<file path="src/rtl/mips_pkg.sv">
// Shared definitions for the MIPS datapath blocks.
//   - ALU selector encodings consumed by the ALU and carried through ID/EX.
//   - Forward-select codes produced by fwd_unit.
//   - REG_ZERO: index of the hard-wired zero register, which is never forwarded.
package mips_pkg;

  localparam logic [3:0] ALU_AND = 4'd0;
  localparam logic [3:0] ALU_OR  = 4'd1;
  localparam logic [3:0] ALU_ADD = 4'd2;
  localparam logic [3:0] ALU_XOR = 4'd5;
  localparam logic [3:0] ALU_SUB = 4'd6;
  localparam logic [3:0] ALU_SLT = 4'd7;
  localparam logic [3:0] ALU_MUL = 4'd8;
  localparam logic [3:0] ALU_DIV = 4'd10;
  localparam logic [3:0] ALU_NOR = 4'd12;

  typedef enum logic [1:0] {
    FWD_RF    = 2'd0,
    FWD_MEMWB = 2'd1,
    FWD_EXMEM = 2'd2
  } fwd_sel_e;

  localparam int unsigned REG_ZERO = 0;

endpackage

</file>
<file path="src/rtl/fwd_unit.sv">
// Forwarding match logic for a single source register index.
// Ports:
//   src             in  REG_W  source register index held in EX
//   exmem_regwrite  in  1      EX/MEM stage will write a register
//   exmem_rd        in  REG_W  EX/MEM destination index
//   memwb_regwrite  in  1      MEM/WB stage will write a register
//   memwb_rd        in  REG_W  MEM/WB destination index
//   sel             out 2      FWD_EXMEM / FWD_MEMWB / FWD_RF
module fwd_unit
  import mips_pkg::*;
#(
  parameter int REG_W = 5
) (
  input  logic [REG_W-1:0] src,
  input  logic             exmem_regwrite,
  input  logic [REG_W-1:0] exmem_rd,
  input  logic             memwb_regwrite,
  input  logic [REG_W-1:0] memwb_rd,
  output fwd_sel_e         sel
);

  logic w_exmem_hit;
  logic w_memwb_hit;

  // $0 never matches, so writes aimed at it can never leak into an operand.
  assign w_exmem_hit = exmem_regwrite && (exmem_rd != REG_W'(REG_ZERO)) && (exmem_rd == src);
  assign w_memwb_hit = memwb_regwrite && (memwb_rd != REG_W'(REG_ZERO)) && (memwb_rd == src);

  // The younger result (EX/MEM) wins when both stages target the same register.
  always_comb begin
    sel = FWD_RF;
    if (w_exmem_hit)      sel = FWD_EXMEM;
    else if (w_memwb_hit) sel = FWD_MEMWB;
  end

endmodule

</file>
<file path="src/rtl/id_ex_stage.sv">
// ID/EX pipeline register with EX-side operand forwarding and load-use hazard detection.
// Ports (see mips_pkg for encodings):
//   clk, rst_n                 clock, asynchronous active-low reset
//   id_*                       decoded operands, indices and control from decode
//   flush                      kill the instruction entering EX (inserts a bubble)
//   exmem_regwrite/rd/result   EX/MEM write-back candidate for forwarding
//   memwb_regwrite/rd/result   MEM/WB write-back candidate for forwarding
//   stall                      comb load-use hold for PC and IF/ID
//   ex_valid, ex_rd, ex_*      registered EX instruction fields
//   ex_data1/ex_data2          ALU operands after forwarding / immediate select
//   ex_selector                ALU selector
//   ex_store_data              forwarded rt, used as store data
module id_ex_stage
  import mips_pkg::*;
#(
  parameter int DATA_W = 32,
  parameter int REG_W  = 5,
  parameter int SEL_W  = 4
) (
  input  logic              clk,
  input  logic              rst_n,
  input  logic              id_valid,
  input  logic [DATA_W-1:0] id_rs_data,
  input  logic [DATA_W-1:0] id_rt_data,
  input  logic [DATA_W-1:0] id_imm,
  input  logic [REG_W-1:0]  id_rs,
  input  logic [REG_W-1:0]  id_rt,
  input  logic [REG_W-1:0]  id_rd,
  input  logic              id_uses_rt,
  input  logic [SEL_W-1:0]  id_alu_sel,
  input  logic              id_alusrc,
  input  logic              id_regwrite,
  input  logic              id_memread,
  input  logic              id_memwrite,
  input  logic              id_memtoreg,
  input  logic              flush,
  input  logic              exmem_regwrite,
  input  logic [REG_W-1:0]  exmem_rd,
  input  logic [DATA_W-1:0] exmem_result,
  input  logic              memwb_regwrite,
  input  logic [REG_W-1:0]  memwb_rd,
  input  logic [DATA_W-1:0] memwb_result,
  output logic              stall,
  output logic              ex_valid,
  output logic [DATA_W-1:0] ex_data1,
  output logic [DATA_W-1:0] ex_data2,
  output logic [SEL_W-1:0]  ex_selector,
  output logic [DATA_W-1:0] ex_store_data,
  output logic [REG_W-1:0]  ex_rd,
  output logic              ex_regwrite,
  output logic              ex_memread,
  output logic              ex_memwrite,
  output logic              ex_memtoreg
);

  logic              r_valid;
  logic [DATA_W-1:0] r_rs_data;
  logic [DATA_W-1:0] r_rt_data;
  logic [DATA_W-1:0] r_imm;
  logic [REG_W-1:0]  r_rs;
  logic [REG_W-1:0]  r_rt;
  logic [REG_W-1:0]  r_rd;
  logic [SEL_W-1:0]  r_alu_sel;
  logic              r_alusrc;
  logic              r_regwrite;
  logic              r_memread;
  logic              r_memwrite;
  logic              r_memtoreg;

  logic              w_bubble;
  logic              w_ctrl_en;
  fwd_sel_e          w_sel_rs;
  fwd_sel_e          w_sel_rt;
  logic [DATA_W-1:0] w_fwd_rs;
  logic [DATA_W-1:0] w_fwd_rt;

  // Load-use: the load's data is not available until MEM/WB, so a dependent
  // instruction in decode must wait one cycle. r_valid gates out bubbles.
  assign stall = r_valid && r_memread && (r_rd != REG_W'(REG_ZERO)) && id_valid &&
                 ((r_rd == id_rs) || (id_uses_rt && (r_rd == id_rt)));

  // Flush and stall both insert a bubble; stall still holds upstream even when flushing.
  assign w_bubble  = flush || stall;
  assign w_ctrl_en = !w_bubble && id_valid;

  // ---- ID -> EX register boundary ----
  always_ff @(posedge clk or negedge rst_n) begin
    if (!rst_n) begin
      r_valid    <= 1'b0;
      r_rs_data  <= '0;
      r_rt_data  <= '0;
      r_imm      <= '0;
      r_rs       <= '0;
      r_rt       <= '0;
      r_rd       <= '0;
      r_alu_sel  <= SEL_W'(ALU_AND);
      r_alusrc   <= 1'b0;
      r_regwrite <= 1'b0;
      r_memread  <= 1'b0;
      r_memwrite <= 1'b0;
      r_memtoreg <= 1'b0;
    end else begin
      // Data fields are don't-care in a bubble, so they load unconditionally.
      r_rs_data  <= id_rs_data;
      r_rt_data  <= id_rt_data;
      r_imm      <= id_imm;
      r_rs       <= id_rs;
      r_rt       <= id_rt;
      r_rd       <= id_rd;
      r_alu_sel  <= id_alu_sel;
      r_alusrc   <= id_alusrc;
      r_valid    <= w_ctrl_en;
      r_regwrite <= w_ctrl_en && id_regwrite;
      r_memread  <= w_ctrl_en && id_memread;
      r_memwrite <= w_ctrl_en && id_memwrite;
      r_memtoreg <= w_ctrl_en && id_memtoreg;
    end
  end

  // ---- EX operand selection (comb) ----
  fwd_unit #(.REG_W(REG_W)) u_fwd_rs (
    .src            (r_rs),
    .exmem_regwrite (exmem_regwrite),
    .exmem_rd       (exmem_rd),
    .memwb_regwrite (memwb_regwrite),
    .memwb_rd       (memwb_rd),
    .sel            (w_sel_rs)
  );

  fwd_unit #(.REG_W(REG_W)) u_fwd_rt (
    .src            (r_rt),
    .exmem_regwrite (exmem_regwrite),
    .exmem_rd       (exmem_rd),
    .memwb_regwrite (memwb_regwrite),
    .memwb_rd       (memwb_rd),
    .sel            (w_sel_rt)
  );

  always_comb begin
    w_fwd_rs = r_rs_data;
    case (w_sel_rs)
      FWD_EXMEM: w_fwd_rs = exmem_result;
      FWD_MEMWB: w_fwd_rs = memwb_result;
      default:   w_fwd_rs = r_rs_data;
    endcase
  end

  always_comb begin
    w_fwd_rt = r_rt_data;
    case (w_sel_rt)
      FWD_EXMEM: w_fwd_rt = exmem_result;
      FWD_MEMWB: w_fwd_rt = memwb_result;
      default:   w_fwd_rt = r_rt_data;
    endcase
  end

  assign ex_valid      = r_valid;
  assign ex_data1      = w_fwd_rs;
  assign ex_data2      = r_alusrc ? r_imm : w_fwd_rt;
  assign ex_store_data = w_fwd_rt;
  assign ex_selector   = r_alu_sel;
  assign ex_rd         = r_rd;
  assign ex_regwrite   = r_regwrite;
  assign ex_memread    = r_memread;
  assign ex_memwrite   = r_memwrite;
  assign ex_memtoreg   = r_memtoreg;

endmodule

</file>
<file path="config.mk">
export PLATFORM = sky130hd
export DESIGN_NAME = id_ex_stage
export DESIGN_NICKNAME = d
export VERILOG_FILES = /design/src/rtl/mips_pkg.sv /design/src/rtl/fwd_unit.sv /design/src/rtl/id_ex_stage.sv
export SDC_FILE = /design/constraint.sdc
export NUM_CORES = 1
export LEC_CHECK = 0
export BUFFER_PORTS_ARGS = -buffer_cell sky130_fd_sc_hd__buf_2
export CAP_MARGIN = 0
export CORE_ASPECT_RATIO = 1.25
export CORE_UTILIZATION = 25
export DETAILED_ROUTE_END_ITERATION = 6
export GPL_ROUTABILITY_DRIVEN = 0
export PLACE_DENSITY_LB_ADDON = 0.2
export SYNTH_ARGS = -nofsm -noshare
export SYNTH_HDL_FRONTEND = slang
export SYNTH_SLANG_ARGS = --single-unit
</file>
<file path="constraint.sdc">
create_clock -name clk -period 4.9 [get_ports clk]
set_input_delay 0.735 -clock clk [delete_from_list [all_inputs] [get_ports clk]]
set_output_delay 0.735 -clock clk [all_outputs]
set_load 0.01 [all_outputs]
</file>
Word level (Yosys, flattened, before mapping) --
Index checks and enable logic that the tools add are counted.
Word-level totals: input port bits 201, output and inout bits 111, register bits after elaboration 121, logic and storage cells 52
Operators by class: eq/ne operators 10, reduce and logical (&&, ||, !) cells 22, mux-type cells 7
Operators with widths (number):
- 32-bit one-hot mux with 2 select lines | 2
- 32-bit 2-to-1 mux | 1
- 5-bit == test | 6
- 1-bit logical AND | 16
- 5-bit nonzero test | 3
- 2-bit by 1-bit == test with 1-bit output, second input constant | 2
- 2-bit == test, second input constant | 2
- 2-bit 2-to-1 mux | 2
- 1-bit logical OR | 2
- 1-bit 2-to-1 mux | 2
- 1-bit zero test | 1

Longest topological paths before layout --
depth in word-level cells 8, gate-level depth with buffers 7, gate-level depth less buffers 5

By module --
Synthesis repeated with hierarchy kept, for this count alone.
Unflattened totals: cell total of the unflattened synthesis 455, area, all modules 5368.9 µm²
Modules (own cells, without submodules):
- id_ex_stage | cells an instance 413, instances 1, sequential area each 3027.9 µm², area an instance 5051.1 µm²
- fwd_unit | cells an instance 21, instances 2, sequential area each 0.0 µm², area an instance 158.9 µm²

Least setup slack after synthesis --
No wires, ideal clock.
path kind input to output, start input memwb_rd[0], end output ex_data1[0], stages on the path 7, slack 1969 ps, arrival 2196 ps, required time 4165 ps, path through or4_1 > o21a_1 > and4_1 > buf_6 > buf_12 > mux2i_1 > o21ai_1
Between the ends: cells in the longest elaborated chain, start to end 7, elaborated cells on any way between the ends 9
RTL lines:
- start: declaration | line id_ex_stage.sv:41 | input logic [REG_W-1:0] memwb_rd,
- 5-bit nonzero test | line fwd_unit.sv:27 | assign w_memwb_hit = memwb_regwrite && (memwb_rd != REG_W'(REG_ZERO)) && (memwb_rd == src);
- 1-bit logical AND | line fwd_unit.sv:27
- 1-bit logical AND (*) | line fwd_unit.sv:27
- 1-bit 2-to-1 mux (*) | line fwd_unit.sv:33 | else if (w_memwb_hit) sel = FWD_MEMWB;
- 2-bit 2-to-1 mux (*) | line fwd_unit.sv:32 | if (w_exmem_hit) sel = FWD_EXMEM;
- 2-bit by 1-bit == test with 1-bit output or 2-bit == test (tied branches) | line id_ex_stage.sv:141 | case (w_sel_rs)
- 32-bit one-hot mux with 2 select lines (*) | line id_ex_stage.sv:141
- end: declaration | line id_ex_stage.sv:45 | output logic [DATA_W-1:0] ex_data1,
Every way passes the cells marked *; elsewhere a longest branch is shown, timed or not.

Worst setup path after layout --
start input exmem_rd[4], end output ex_data2[17]
Between the ends: cells in the longest elaborated chain, start to end 7, elaborated cells on any way between the ends 9
RTL lines:
- start: declaration | line id_ex_stage.sv:38 | input logic [REG_W-1:0] exmem_rd,
- 5-bit nonzero test | line fwd_unit.sv:26 | assign w_exmem_hit = exmem_regwrite && (exmem_rd != REG_W'(REG_ZERO)) && (exmem_rd == src);
- 1-bit logical AND | line fwd_unit.sv:26
- 1-bit logical AND (*) | line fwd_unit.sv:26
- 2-bit 2-to-1 mux (*) | line fwd_unit.sv:32
- 2-bit by 1-bit == test with 1-bit output or 2-bit == test (tied branches) | line id_ex_stage.sv:150 | case (w_sel_rt)
- 32-bit one-hot mux with 2 select lines (*) | line id_ex_stage.sv:150
- 32-bit 2-to-1 mux (*) | line id_ex_stage.sv:159 | assign ex_data2 = r_alusrc ? r_imm : w_fwd_rt;
- end: declaration | line id_ex_stage.sv:46 | output logic [DATA_W-1:0] ex_data2,
Marked as above.

==> results.md <==
Clock tree:
- The post-CTS setup buffer count is 0.
- The clock passes through at most 2 buffers.
- The number of clock buffers added by TritonCTS is 17.
- For the worst-skew pair, the clock arrives at the later sink with an insertion delay of 0.41 ns.
- The H-tree was split into 4 levels.
- The cell chosen for the clock root is sky130_fd_sc_hd__clkbuf_16.
- The post-cts sizing count is 0.
- After clock tree synthesis, the flow added hold-fix buffers numbering 0.
- The number of clock sinks seen by CTS is 121.
- The clock transition at the registers of the reported paths is 0.06 ns.
- TritonCTS built the clock tree.

Routing:
- Once detail routing completed, the nets flagged for antenna violations numbered 0.
- The average routed wire per standard cell is 16.5 um.
- For this run, design rule violations remaining after detail routing come to 0.
- The sum of routed wire length over all layers is 18,200 um.
- The number of optimization iterations in the first detailed-route pass is 5.
- After detailed routing, the number of vias per cell comes to 4.43.
- Detailed routing inserted a total of 4,887 vias.
- The detailed router finished its first iteration with 124 violations.

Setup path:
- Walking the worst path, the cells encountered are buf_2, xor2_1, nor3_1, nand3_4, buf_4, nor3_1, a221oi_2, buf_2.
- The critical path's slowest cell is sky130_fd_sc_hd__nor3_1.
- Of all nets on the critical path, the largest fanout is 49.
- Data on the critical path is required at its endpoint by 4.16 ns.
- The register-to-register setup slack is 3.51 ns.
- The worst setup path is launched from an input pin.
- The critical path start-end classification is in2out.
- Data on the critical path arrives at its endpoint at 3.08 ns.
- The family of cells with the greatest summed delay on the critical path is simple AND/OR/NAND/NOR gates.
- In this design, the stage delay of the slowest critical-path cell is 0.53 ns.
- The buffers plus inverters on the worst setup path is 3.
- The type of element capturing the critical path is an output port.

STA:
- The final critical path time including I/O delays and setup is 3.81 ns.
- Measured against its own limit, the worst slew margin works out to 35.8%.
- For the pin with the worst max-slew slack, the measured transition is 0.964 ns.
- The sum of negative setup slack is 0 ns.
- The worst-case clock skew is 0.00304 ns.
- The total count of max-transition violations in the final report is 0.
- Setup violations remaining at the end of the flow were counted as 0.
- The period utilization is 77.8%.
- The worst hold slack is 0.387 ns.
- The hold violation total from the final report is 0.
- Setup repair after global routing left no endpoint under its margin.
- For this run, the top clock speed supported by timing is 0.262 GHz.

Worst hold path:
- The type of the tightest min-delay check is in2async.

Global route:
- The global router's overall resource usage is 15.4%.
- The number of global-route vias before repair was 4,936.
- The number of antenna violations at the first check in global routing is 3.
- The total overflow reported by the global router is 0.
- Entering global routing, the biggest net connects 66 pins.
- The first global-routing pass estimated 26,600 um of wire.

Placed design:
- The HPWL reported at the end of detailed placement is 13,700 um.
- The count of buffers from port buffering is 311.

Layout:
- The share of layout cells above drive strength 1 is 47.0%.
- The relative area change from synthesis to final layout is 41.3%.
- The filler cell count is 2,347.
- In the final design database the tool counted 1,006 nets.

Synth:
- By area the synthesized netlist is led by sky130_fd_sc_hd__dfrtp_1, sky130_fd_sc_hd__mux2i_1, sky130_fd_sc_hd__a221oi_2, sky130_fd_sc_hd__nor3_1, sky130_fd_sc_hd__a21oi_1.
- The sequential area share after synthesis is 53.1%.
- Counting every instance in the synthesized netlist gives 503.
- The Yosys step of the flow raised 0 warnings.
- The netlist area before placement is 5700 sq um.
- The count of different cell masters after synthesis is 29.
- In this run the biggest area consumer among cell types represents 53.1% of the synthesized area.
- The number of nets produced by synthesis is 704.
- Synthesis inferred 121 register bits.
- The synthesized design spends more area on one cell type than any other, namely sky130_fd_sc_hd__dfrtp_1.
- The average footprint of a synthesized cell is 11.3 sq um.

Status:
- The run finished with clean final reports.

Floorplan:
- The floorplan has 61 rows.
- The die is 171 um tall.
- Measured along the x axis, the die boundary spans 137 um.
- The I/O pin count is 312.
- The die covers 23,400 sq um.
- Once the floorplan was initialized, standard cells occupied 25.6% of the core.
- The floorplan core area is 22,300 sq um.

Power:
- The analysis attributes to cell leakage a power of 3.96 nW.
- The overall power consumption is 2.73 mW.
- The worst voltage drop across the vdd grid is 0.000216 V.
- The power density over the cells is 338 nW/um^2.

Flow run:
- Max-cap violations in this run came to 0.
==> sequential cells by signal (all words and copies together), names as in the netlist <==
signal	flops
r_imm	32
r_rs_data	32
r_rt_data	32
ex_rd	5
r_rs	5
r_rt	5
ex_selector	4
ex_memread	1
ex_memtoreg	1
ex_memwrite	1
ex_regwrite	1
ex_valid	1
r_alusrc	1
==> power by group <==
part	internal [mW]	leakage, nW	switching [mW]
Sequential	1.05	1.42	0.0303
Clock	0.821	0.287	0.455
Combinational	0.173	2.26	0.196
==> cell usage after synthesis, drive strengths merged <==
master / n
xor2: 14
clkbuf: 14
o21ai: 32
dfrtp: 121
buf: 20
nor3: 37
a31oi: 1
a21oi: 34
nand3: 3
o21a: 2
nand2b: 1
or4: 2
mux2i: 64
and4: 2
nand4: 2
nand2: 34
xnor2: 16
inv: 32
and2: 5
a221oi: 32
nor2: 34
o22ai: 1
==> through the flow <==
stage / setup WS, ns / std cells / util [%] / area (sq um)
floorplan: 1.97 / 503 / - / 5700
global placement: 1.03 / 1069 / 33.4 / 7450
detailed placement: 1.04 / 1069 / 33.4 / 7450
CTS: 1.02 / 1100 / 36.1 / 8050
global route: 0.901 / 1102 / 36.1 / 8050
finish: 1.09 / 1102 / 36.1 / 8050
==> cell families (layout without fill, tap and decap cells) <==
family,after synthesis,in the layout,synth area share (%)
AOI/OAI and AO/OA,102,102,14.6
and+or+nand+nor,120,120,9.79
DFF,121,121,53.1
other,0,2,0
buffers and inverters,66,380,6.65
muxes,64,64,11.2
xor gates and xnor gates,30,30,4.61
==> area by class of cell <==
cell class | count | area (sq um) | area share (%)
sequential | 121 | 3030 | 37.6
multi-input combinational | 316 | 2310 | 28.7
timing repair buffer | 317 | 1630 | 20.2
clock buffer | 19 | 453 | 5.62
tap | 283 | 354 | 4.40
clock inverter | 12 | 149 | 1.85
inverter | 32 | 120 | 1.49
antenna | 2 | 5.00 | 0.0621
==> cell usage in the layout (no fill, tap or decap), types with 3 or more instances in the layout <==
master,count
sky130_fd_sc_hd__xnor2_1,16
sky130_fd_sc_hd__clkinvlp_4,4
sky130_fd_sc_hd__o21ai_1,30
sky130_fd_sc_hd__a221oi_2,30
sky130_fd_sc_hd__and2_1,5
sky130_fd_sc_hd__inv_1,32
sky130_fd_sc_hd__xor2_1,14
sky130_fd_sc_hd__bufinv_16,3
sky130_fd_sc_hd__clkbuf_16,17
sky130_fd_sc_hd__nand2_1,34
sky130_fd_sc_hd__nor3_1,37
sky130_fd_sc_hd__mux2i_1,64
sky130_fd_sc_hd__dfrtp_1,120
sky130_fd_sc_hd__nor2_1,34
sky130_fd_sc_hd__buf_4,5
sky130_fd_sc_hd__a21oi_1,34
sky130_fd_sc_hd__buf_2,310
sky130_fd_sc_hd__clkinv_2,4
==> routing by layer <==
metal,global-route usage (%),wire length (um),up-vias
li1,-,-,2368
met1,16.1,6990,2308
met2,28.3,9610,192
met3,4.92,1330,19
met4,5.49,252,0
met5,0,0,-
==> worst paths after layout <==
kind                                  start              to  depth (start not counted)
worst max-delay path            exmem_rd[4]    ex_data2[17]                          8
worst min-delay path                  rst_n       r_imm[28]                          1
max in group asynchronous             rst_n  ex_selector[3]                          2
min in group clk                 id_imm[22]       r_imm[22]                          1
worst max register to register     ex_rd[4]     ex_memwrite                          5
worst min register to register     ex_valid        ex_valid                          3
Power figures use the tool's default switching activity.
